[src/rtl/blink_meter_if.sv]
// Measurement bus between a square-wave source and the blink meter.
// The slave side samples sig_in and publishes period/high-time results.
interface blink_meter_if;
  logic        sig_in;
  logic [13:0] period_ms;
  logic [13:0] high_ms;
  logic        valid;
  logic        timeout;
  logic        measuring;

  modport master (
    output sig_in,
    input  period_ms, high_ms, valid, timeout, measuring
  );

  modport slave (
    input  sig_in,
    output period_ms, high_ms, valid, timeout, measuring
  );
endinterface

[src/rtl/blink_meter.sv]
// Measures rising-to-rising period and rising-to-falling high time of sig_in in ms.
// Results publish 2 edges after the first sampling edge of a rise; no backpressure, valid is a 1-cycle strobe.
module blink_meter #(
  parameter int unsigned TICKS_PER_MS = 50000,
  parameter int unsigned MAX_MS       = 16383
) (
  input  logic          clk,
  input  logic          rst,
  blink_meter_if.slave  bus
);

  typedef enum logic [1:0] {IDLE, HIGH, LOW} state_t;

  localparam logic [15:0] PRE_LAST = 16'(TICKS_PER_MS - 1);
  localparam logic [13:0] MS_LAST  = 14'(MAX_MS - 1);

  state_t      state_q;
  logic        s1_q, s2_q, s3_q;
  logic [15:0] pre_q, pre_d;
  logic [13:0] ms_cnt_q, ms_cnt_d;
  logic [13:0] high_cnt_q;
  logic [13:0] period_q, high_q;
  logic        valid_q, timeout_q, measuring_q;

  logic rise, fall, ms_tick, tout_hit;

  assign rise     = s2_q & ~s3_q;
  assign fall     = ~s2_q & s3_q;
  assign ms_tick  = (pre_q == PRE_LAST);
  assign tout_hit = ms_tick && (ms_cnt_q == MS_LAST);

  // Events coinciding with a tick see the post-tick count, so an exact
  // N-ms interval reads as N rather than N-1.
  assign pre_d    = ms_tick ? 16'd0 : pre_q + 16'd1;
  assign ms_cnt_d = ms_tick ? ms_cnt_q + 14'd1 : ms_cnt_q;

  always_ff @(posedge clk or posedge rst) begin
    if (rst) begin
      state_q     <= IDLE;
      s1_q        <= 1'b0;
      s2_q        <= 1'b0;
      s3_q        <= 1'b0;
      pre_q       <= '0;
      ms_cnt_q    <= '0;
      high_cnt_q  <= '0;
      period_q    <= '0;
      high_q      <= '0;
      valid_q     <= 1'b0;
      timeout_q   <= 1'b0;
      measuring_q <= 1'b0;
    end else begin
      s1_q     <= bus.sig_in;
      s2_q     <= s1_q;
      s3_q     <= s2_q;
      valid_q  <= 1'b0;
      pre_q    <= pre_d;
      ms_cnt_q <= ms_cnt_d;

      case (state_q)
        IDLE: begin
          pre_q    <= '0;
          ms_cnt_q <= '0;
          if (rise) begin
            state_q     <= HIGH;
            measuring_q <= 1'b1;
          end
        end
        HIGH: begin
          // A fall on the timeout tick loses: the measurement is abandoned.
          if (tout_hit) begin
            state_q     <= IDLE;
            measuring_q <= 1'b0;
            timeout_q   <= 1'b1;
          end else if (fall) begin
            high_cnt_q <= ms_cnt_d;
            state_q    <= LOW;
          end
        end
        LOW: begin
          if (rise) begin
            period_q  <= ms_cnt_d;
            high_q    <= high_cnt_q;
            valid_q   <= 1'b1;
            timeout_q <= 1'b0;
            pre_q     <= '0;
            ms_cnt_q  <= '0;
            state_q   <= HIGH;
          end else if (tout_hit) begin
            state_q     <= IDLE;
            measuring_q <= 1'b0;
            timeout_q   <= 1'b1;
          end
        end
        default: begin
          state_q     <= IDLE;
          measuring_q <= 1'b0;
        end
      endcase
    end
  end

  assign bus.period_ms = period_q;
  assign bus.high_ms   = high_q;
  assign bus.valid     = valid_q;
  assign bus.timeout   = timeout_q;
  assign bus.measuring = measuring_q;

endmodule

[src/flat_wrapper.sv]
// flat-port wrapper written by rule: the top's interface ports become plain ports
module blink_meter_flat 
#(
  parameter int unsigned TICKS_PER_MS = 50000,
  parameter int unsigned MAX_MS       = 16383
)
  (clk, rst, bus_sig_in, bus_period_ms, bus_high_ms, bus_valid, bus_timeout, bus_measuring);
  blink_meter_if bus_i ();
  input  logic clk;
  input  logic rst;
  input wire logic [$bits(bus_i.sig_in)-1:0] bus_sig_in;
  output wire logic [$bits(bus_i.period_ms)-1:0] bus_period_ms;
  output wire logic [$bits(bus_i.high_ms)-1:0] bus_high_ms;
  output wire logic [$bits(bus_i.valid)-1:0] bus_valid;
  output wire logic [$bits(bus_i.timeout)-1:0] bus_timeout;
  output wire logic [$bits(bus_i.measuring)-1:0] bus_measuring;
  assign bus_i.sig_in = bus_sig_in;
  assign bus_period_ms = bus_i.period_ms;
  assign bus_high_ms = bus_i.high_ms;
  assign bus_valid = bus_i.valid;
  assign bus_timeout = bus_i.timeout;
  assign bus_measuring = bus_i.measuring;
  blink_meter #(.TICKS_PER_MS(TICKS_PER_MS), .MAX_MS(MAX_MS)) u_core (.clk(clk), .rst(rst), .bus(bus_i));
endmodule
[config.mk]
export PLATFORM = sky130hd
export DESIGN_NAME = blink_meter_flat
export DESIGN_NICKNAME = d
export VERILOG_FILES = /design/src/rtl/blink_meter_if.sv /design/src/rtl/blink_meter.sv /design/src/flat_wrapper.sv
export SDC_FILE = /design/constraint.sdc
export NUM_CORES = 1
export LEC_CHECK = 0
export ABC_AREA = 1
export CAP_MARGIN = 20
export CORE_AREA = 2 2 87 89
export CTS_BUF_LIST = sky130_fd_sc_hd__clkbuf_4 sky130_fd_sc_hd__clkbuf_8
export DETAILED_ROUTE_END_ITERATION = 16
export DIE_AREA = 0 0 89 91
export GPL_TIMING_DRIVEN = 0
export PLACE_DENSITY = 0.76
export SYNTH_ARGS = -nofsm -noshare
export SYNTH_HDL_FRONTEND = slang
export SYNTH_SLANG_ARGS = --single-unit
[constraint.sdc]
create_clock -name clk -period 2.5 [get_ports clk]
set_input_delay 0.625 -clock clk [delete_from_list [all_inputs] [get_ports clk]]
set_output_delay 0.625 -clock clk [all_outputs]
set_load 0.02 [all_outputs]
# == Yosys cells after proc, flatten, opt, wreduce, memory -nomap -nowiden ==
# Index checks and enable logic that the tools add are counted.
# word_totals
reg_bits,80
out_inout_bits,31
in_bits,3
# classes
n_mux,21
addsub,2
eq_ne,8
n_reduce_logical,7
bitwise_logic,5
# ops
op,count
16-bit two-way mux,2
16-bit case mux with 2 select lines,1
14-bit two-way mux,2
14-bit case mux with 2 select lines,1
"16-bit by 1-bit adder with 16-bit output, second input constant",1
"16-bit == test, second input constant",1
"14-bit by 1-bit adder with 14-bit output, second input constant",1
"14-bit == test, second input constant",1
2-bit two-way mux,5
1-bit two-way mux,7
"3-bit by 1-bit != test with 1-bit output, second input constant",2
2-bit case mux with 3 select lines,1
3-bit AND reduction,2
2-bit AND reduction,2
1-bit NOT,3
1-bit case mux with 3 select lines,1
1-bit bitwise AND,2
"2-bit by 1-bit == test with 1-bit output, second input constant",1
"2-bit == test, second input constant",1
2-bit logical NOT,1
"2-bit by 1-bit != test with 1-bit output, second input constant",1
"2-bit != test, second input constant",1
1-bit case mux with 2 select lines,1
2-bit nonzero test,1
1-bit logical AND,1

# == Logic depth before layout (Yosys ltp) ==
# Gate-level depths: netlist of the first run.
# depth
ltp_word,5
depth_mapped,12
depth_no_buf,11

# == Least setup slack after synthesis of the first run ==
# Ideal clock, no wire load.
# synth_path
path_type,flip-flop to flip-flop
start,register u_core.pre_q[0]
end,register u_core.high_cnt_q[3]
path_slack_ps,901
synth_period_minus_slack_ps,1599
arrival_time_ps,1525
path_stages_with_launch,12
t_required_ps,2426
path_cell_list,dfrtp_1 ha_1 nand3_2 clkinv_1 nand2_1 nor2_4 nand2_4 nand2_2 nor2_2 buf_6 nand2_1 o21ai_2
# synth_between
elab_chain_len,4
# synth_lines
element,line_no,text
"start, declared",blink_meter.sv:19,"logic [15:0] pre_q, pre_d;"
"start signal, assigned",blink_meter.sv:56,pre_q <= pre_d;
16-bit == test *,blink_meter.sv:29,assign ms_tick = (pre_q == PRE_LAST);
1-bit logical AND,blink_meter.sv:30,assign tout_hit = ms_tick && (ms_cnt_q == MS_LAST);
1-bit NOT (no source line),--,
3-bit AND reduction (no source line),--,
"end signal, assigned",blink_meter.sv:75,high_cnt_q <= ms_cnt_d;
"end, declared",blink_meter.sv:21,logic [13:0] high_cnt_q;
# Every way passes the cells marked *; elsewhere a longest branch is shown, timed or not.
# A chain may end at the register's enable or synchronous reset.

# == Worst setup path in the final report of the first run ==
# layout_path
start,register u_core.high_q[3] (netlist: u_core.bus.high_ms[3])
end,output port bus_high_ms[3]
# layout_rtl
element,line_no,text
"start, declared",blink_meter.sv:22,"logic [13:0] period_q, high_q;"
"start signal, assigned",blink_meter.sv:82,high_q <= high_cnt_q;
"end, declared",flat_wrapper.sv:13,output wire logic [$bits(bus_i.high_ms)-1:0] bus_high_ms;
# No word-level cell between the ends.

==> results_dict.tcl, run 1 <==
set metrics [dict create \
    status "complete, no violations" \
    path_buf_inv 1 \
    hold_buffers 0 \
    ios 34 \
    finalClockSkew_ns 0.00792 \
    crit_chain "clkdlybuf4s50_1" \
    design.core.area_um2 7140 \
    syn_nets 458 \
    clock-sinks 80 \
    dr.first_iter.drc_count 140 \
    slowest_delay_ns 0.60 \
    cts_buffers 9 \
    rsz0062_at_grt "no" \
    reg2reg_from "u_core.pre_q[0]$_DFF_PP0_" \
    routedWlPerCell_um 12.0 \
    end_kind "primary output" \
    antenna_found_initial 0 \
    syn_avg_cell_area_um2 8.39 \
    place.gp.congestion 0.889 \
    num_rows 31 \
    die_h_um 91 \
    grt_max_degree 42 \
    synthToLayoutAreaGrowth_pct 18.7 \
    ys_warn_count 0 \
    synth_top_area_cell "dfrtp_1" \
    peakVddDrop_v 0.000460 \
    reg2reg_slack_ns 0.62 \
    mostFrequentLayoutCells "151 x nand2_1, 80 x dfrtp_1, 41 x inv_1, 41 x nor2_1, 33 x clkdlybuf4s50_1" \
    drive_above_1_share_pct 11.0 \
    ys_ff_latch 80 \
    synth.distinct_cells 29 \
    portBuffers 33 \
    setup_viol 0 \
    clkLatencyLatePin_ns 0.35 \
    grt_pass1_wl_um 12700 \
    grt_usage_pct 20.1 \
    maxCapViolCount 0 \
    synth.area.top_cells "dfrtp_1 53%, nand2_1 15%, inv_1 4.2%" \
    min_path_type "reg2reg" \
    finalPower_mw 2.92 \
    slew_viol_final 0 \
    die_w_um 89 \
    layout_commonest_cell "nand2_1" \
    leakagePower_nw 2.08 \
    wl_um 7170 \
    grt_pass1_vias 2958 \
    dpl-instance-area_um2 4240 \
    crit_type "reg2out" \
    clk_path_buf_depth 2 \
    routed_via_density 4.87 \
    fin_util_pct 62.5 \
    grt_overflow 0 \
    async_flop_share_pct 100 \
    cp.required_ns 1.88 \
    cpLargestDelayFamily "buffers and inverters" \
    postSynthCellCount 448 \
    antennaDiodeCount 0 \
    p_per_area_nw_per_um2 654 \
    synth_top_cell_area_share_pct 53.2 \
    worst_pin_slew_ns 0.878 \
    cts_tree "yes" \
    fin_area_um2 4460 \
    hold-path-endpoint "u_core.s2_q$_DFF_PP0_" \
    hold_path.startpoint "u_core.s1_q$_DFF_PP0_" \
    finalCritPeriodShare_pct 77.5 \
    post-route-min-period_ns 1.94 \
    worstPathArrival_ns 1.31 \
    syn-cell-area_um2 3760 \
    post_cts_buffers 0 \
    cts-resized-gates 0 \
    crit_path_max_fanout 2 \
    dpl.hpwl_um 5220 \
    r2r_cells 11 \
    whs_path_depth 0 \
    critPathLaunch "u_core.bus.high_ms[3]$_DFFE_PP0P_" \
    synth_enable_flop_cells 0 \
    dr.pass1.iters 4 \
    yosysSeqAreaShare_pct 53.2 \
    clkSlewWorstSetupHoldPaths_ns 0.08 \
    fin_tns_setup_ns 0 \
    postRouteAntennaNets 0 \
    root_buffer "clkbuf_8" \
    rr_endpoint "u_core.high_cnt_q[7]$_DFFE_PP0P_" \
    hold_viol_final 0 \
    critical-path-slowest-cell "clkdlybuf4s50_1" \
    maxSlewHeadroom_pct 41.3 \
    ctsHtreeMaxLevel 3 \
    max_freq_mhz 516 \
    dominantRegCellSynth "dfrtp_1" \
    die_area_um2 8100 \
    worst_hold_slack_ns 0.357 \
    initial_core_util_pct 52.7 \
    nets 503 \
    vias 2907 \
    cp-start-kind "flop" \
    post-route-drc-count 0 \
]
area by class of cell:
cell class	instances	area [um2]
multi-input combinational	312	1520
buffer	10	63.8
fill	634	2670
clock inverter	5	80.1
inverter	46	178
tap	99	124
clock buffer	11	145
sequential	80	2000
timing repair buffer	34	350
through the flow:
stage | setup WS (ns) | std cells
after floorplan | 0.901 | 448
after global placement | 0.0855 | 580
after detailed placement | 0.607 | 581
after CTS | 0.538 | 597
after global routing | 0.500 | 597
final | 0.562 | 597
layer usage:
| layer | global-route usage (%) | share of wire (%) | up-vias | wire (um) |
|---|---|---|---|---|
| met5 | 0 | 0 | - | 0 |
| met2 | 33.4 | 48 | 33 | 3410 |
| met1 | 25.6 | 48 | 1380 | 3460 |
| li1 | - | - | 1484 | - |
| met3 | 4.18 | 2.4 | 10 | 175 |
| met4 | 7.71 | 1.6 | 0 | 118 |
state kept, by name, summed over array words and instances, names as in the netlist:
name                  cells
u_core.state_q            2
u_core.high_cnt_q        14
u_core.bus.timeout        1
u_core.s1_q               1
u_core.s2_q               1
u_core.s3_q               1
u_core.pre_q             16
u_core.bus.high_ms       14
u_core.bus.valid          1
u_core.bus.period_ms     14
u_core.ms_cnt_q          14
u_core.bus.measuring      1
synthesized netlist by cell type, types with 2 or more instances:
| library cell | number |
|---|---|
| inv_2 | 2 |
| nor2_2 | 4 |
| nand4_1 | 2 |
| clkbuf_1 | 4 |
| nor2_1 | 41 |
| buf_6 | 3 |
| o21ai_1 | 5 |
| xnor2_1 | 10 |
| nand2_1 | 151 |
| nand3_1 | 20 |
| nand2_2 | 6 |
| o21ai_0 | 19 |
| buf_2 | 3 |
| dfrtp_1 | 80 |
| o21ai_2 | 14 |
| inv_1 | 42 |
| nor3_1 | 4 |
| xor2_1 | 3 |
| a21oi_1 | 18 |
| nor2_4 | 2 |
| ha_1 | 7 |
worst max-delay path by stage:
stage	end	slack (ns)	cells past startpoint
global route	bus_period_ms[11]	0.50	1
detailed placement	u_core.bus.high_ms[11]$_DFFE_PP0P_	0.61	3
global placement	u_core.s3_q$_DFF_PP0_	0.09	2
CTS	bus_timeout	0.54	1
floorplan	u_core.high_cnt_q[3]$_DFFE_PP0P_	0.90	11
finish	bus_high_ms[3]	0.56	1
kinds of logic after synthesis:
group                    synth area share, %
AND/OR/NAND/NOR                         25.9
flip-flops                              53.2
AO/OA/AOI/OAI                           9.22
buffers and inverters                   6.32
XOR/XNOR                                3.03
adder cells (fa/ha/maj)                 2.33
power by group:
| group | internal [mW] | switching [mW] |
|---|---|---|
| combinational | 0.150 | 0.328 |
| clock | 0.599 | 0.471 |
| sequential | 1.34 | 0.0342 |
| total | 2.09 | 0.833 |
Note: power is estimated with default switching activity, not from simulation.
==> run 2: changes to the inputs <==
--- a/config.mk
+++ b/config.mk
@@ -7,12 +7,12 @@
 export LEC_CHECK = 0
 export ABC_AREA = 1
 export CAP_MARGIN = 20
-export CORE_AREA = 2 2 87 89
+export CORE_AREA = 2 2 83 85
 export CTS_BUF_LIST = sky130_fd_sc_hd__clkbuf_4 sky130_fd_sc_hd__clkbuf_8
 export DETAILED_ROUTE_END_ITERATION = 16
-export DIE_AREA = 0 0 89 91
+export DIE_AREA = 0 0 85 87
 export GPL_TIMING_DRIVEN = 0
-export PLACE_DENSITY = 0.76
+export PLACE_DENSITY = 0.79
 export SYNTH_ARGS = -nofsm -noshare
 export SYNTH_HDL_FRONTEND = slang
 export SYNTH_SLANG_ARGS = --single-unit
==> constraint.sdc (replaced) <==
create_clock -name clk -period 1.9 [get_ports clk]
set_input_delay 0.475 -clock clk [delete_from_list [all_inputs] [get_ports clk]]
set_output_delay 0.475 -clock clk [all_outputs]
set_load 0.02 [all_outputs]
==> run 2 against run 1 <==
Against the previous run: final area increased by 0.93%; first-iteration DRC count is 39% higher; clock-buffer cell count is 1 lower; power up 30%; sequential power up 31%; worst hold slack improved by 0.017 ns; combinational power rose by 46%; register-to-register slack worse by 0.50 ns; critical path depth did not move; sequential cell count did not move; clock skew up 0.0095 ns.
==> results_dict.tcl, run 2 (synthesis results as in run 1) <==
set metrics [dict create \
    status "complete, no violations" \
    cts_buffers 9 \
    hold_buffers 0 \
    slew_viol_final 0 \
    use_met3_pct 3.98 \
    nets 508 \
    dr.pass1.iters 4 \
    root_buffer "clkbuf_8" \
    synthToLayoutAreaGrowth_pct 19.8 \
    grt_max_degree 41 \
    top_usage_layer "met2" \
    die_h_um 87 \
    grt_pass1_wl_um 13200 \
    finalCritPeriodShare_pct 95.4 \
    dpl.hpwl_um 5500 \
    clkSlewWorstSetupHoldPaths_ns 0.09 \
    drive_above_1_share_pct 12.7 \
    layout_commonest_cell "nand2_1" \
    initial_core_util_pct 57.2 \
    worstPathArrival_ns 1.34 \
    die_area_um2 7400 \
    cts_tree "yes" \
    worst_hold_slack_ns 0.374 \
    grt_usage_pct 23.1 \
    cpLargestDelayFamily "buffers and inverters" \
    post-route-drc-count 0 \
    worst_pin_slew_ns 0.404 \
    place.gp.congestion 0.879 \
    postRouteAntennaNets 0 \
    num_rows 30 \
    antennaDiodeCount 0 \
    setup_slack_ns 0.0873 \
    vias 3013 \
    maxSlewHeadroom_pct 73.0 \
    routed_via_density 5.17 \
    max_freq_mhz 552 \
    use_met2_pct 38.5 \
    dp.cells 563 \
    post-route-min-period_ns 1.81 \
    pre_cts_slack_ns 0.0751 \
    end_kind "primary output" \
    leakagePower_nw 2.13 \
    critical-path-slowest-cell "clkdlybuf4s50_1" \
    p_per_area_nw_per_um2 842 \
    dr.first_iter.drc_count 194 \
    clk_path_buf_depth 2 \
    fin_tns_setup_ns 0 \
    grt_pass1_vias 2908 \
    instances_no_fill 583 \
    finalClockSkew_ns 0.0174 \
    crit_path_max_fanout 2 \
    design.core.area_um2 6570 \
    crit_type "reg2out" \
    regMostFlops "u_core.pre_q" \
    cp.required_ns 1.42 \
    peakVddDrop_v 0.000616 \
    crit_chain "clkdlybuf4s50_1" \
    slowest_delay_ns 0.61 \
    grt_overflow 0 \
    hold_viol_final 0 \
    min_path_type "reg2reg" \
    maxCapViolCount 0 \
    fill_cells 519 \
    routedWlPerCell_um 13.3 \
    portBuffers 33 \
    largest_reg_flops 16 \
    setup_viol 0 \
    mostFrequentLayoutCells "151 x nand2_1, 80 x dfrtp_1, 41 x inv_1, 41 x nor2_1, 33 x clkdlybuf4s50_1" \
    ctsHtreeMaxLevel 3 \
    met1_usage_pct 29.9 \
    clock-sinks 80 \
    ios 34 \
    path_buf_inv 1 \
    antenna_found_initial 0 \
    cp-start-kind "flop" \
    die_w_um 85 \
    wl_um 7730 \
    clkLatencyLatePin_ns 0.36 \
]
==> run 2: cell types whose count changed in the layout (fill, tap and decap cells not counted), moves of 2 or more <==
cell	previous run	this run
clkbuf_2	0	2
clkinvlp_4	3	1
clkinv_4	0	2
buf_4	0	2
clkbuf_1	4	2
==> run 2: timing repair <==
action	in CTS	in global routing
buffers inserted	0	2
setup endpoints to repair	0	35
gates resized for setup	0	11
endpoints found under the hold margin	0	0
==> run 2: through the flow <==
| step | utilization, % | total power, mW | instance area (um2) |
|---|---|---|---|
| finish | 68.6 | 3.79 | 4500 |
| global route | 68.6 | 3.99 | 4500 |
| CTS | 67.6 | 3.75 | 4440 |
| detailed placement | 64.5 | 2.48 | 4230 |
| global placement | 63.8 | 2.44 | 4190 |
| floorplan | - | 2.29 | 3760 |
==> run 2: final cells by class <==
class                   count  area (um2)  share of cell area (%)
flip-flops and latches     80        2000                    44.4
multi-input cells         312        1530                    33.9
repair buffers             39         422                    9.36
inverters                  46         178                    3.94
clock buffers              10         138                    3.06
well taps                  80         100                    2.22
plain buffers              10        70.1                    1.56
clock inverters             6        66.3                    1.47
==> run 2: metal layers <==
metal	vias to the layer above	wire length, um
met4	0	137
met2	49	3920
met3	10	206
met1	1455	3470
li1	1499	-
met5	-	0
==> run 2: path summary, 6_finish.rpt <==
kind	start	end	slack [ns]	cells after the start
setup / recovery	u_core.bus.period_ms[12]$_DFFE_PP0P_	bus_period_ms[12]	0.09	1
hold / removal	u_core.s1_q$_DFF_PP0_	u_core.s2_q$_DFF_PP0_	0.37	0
setup reg to reg	u_core.pre_q[0]$_DFF_PP0_	u_core.high_cnt_q[4]$_DFFE_PP0P_	0.12	10
hold reg to reg	u_core.s1_q$_DFF_PP0_	u_core.s2_q$_DFF_PP0_	0.37	0
max in group asynchronous	rst	u_core.high_cnt_q[12]$_DFFE_PP0P_	0.82	4
min in group asynchronous	rst	u_core.pre_q[12]$_DFF_PP0_	0.39	2
==> run 2: where the power goes <==
group          internal (mW)  switching, mW  leakage, nW  total, mW
clock network          0.648          0.642        0.107       1.29
logic                  0.236          0.462        0.914      0.699
registers               1.76         0.0449         1.10       1.80
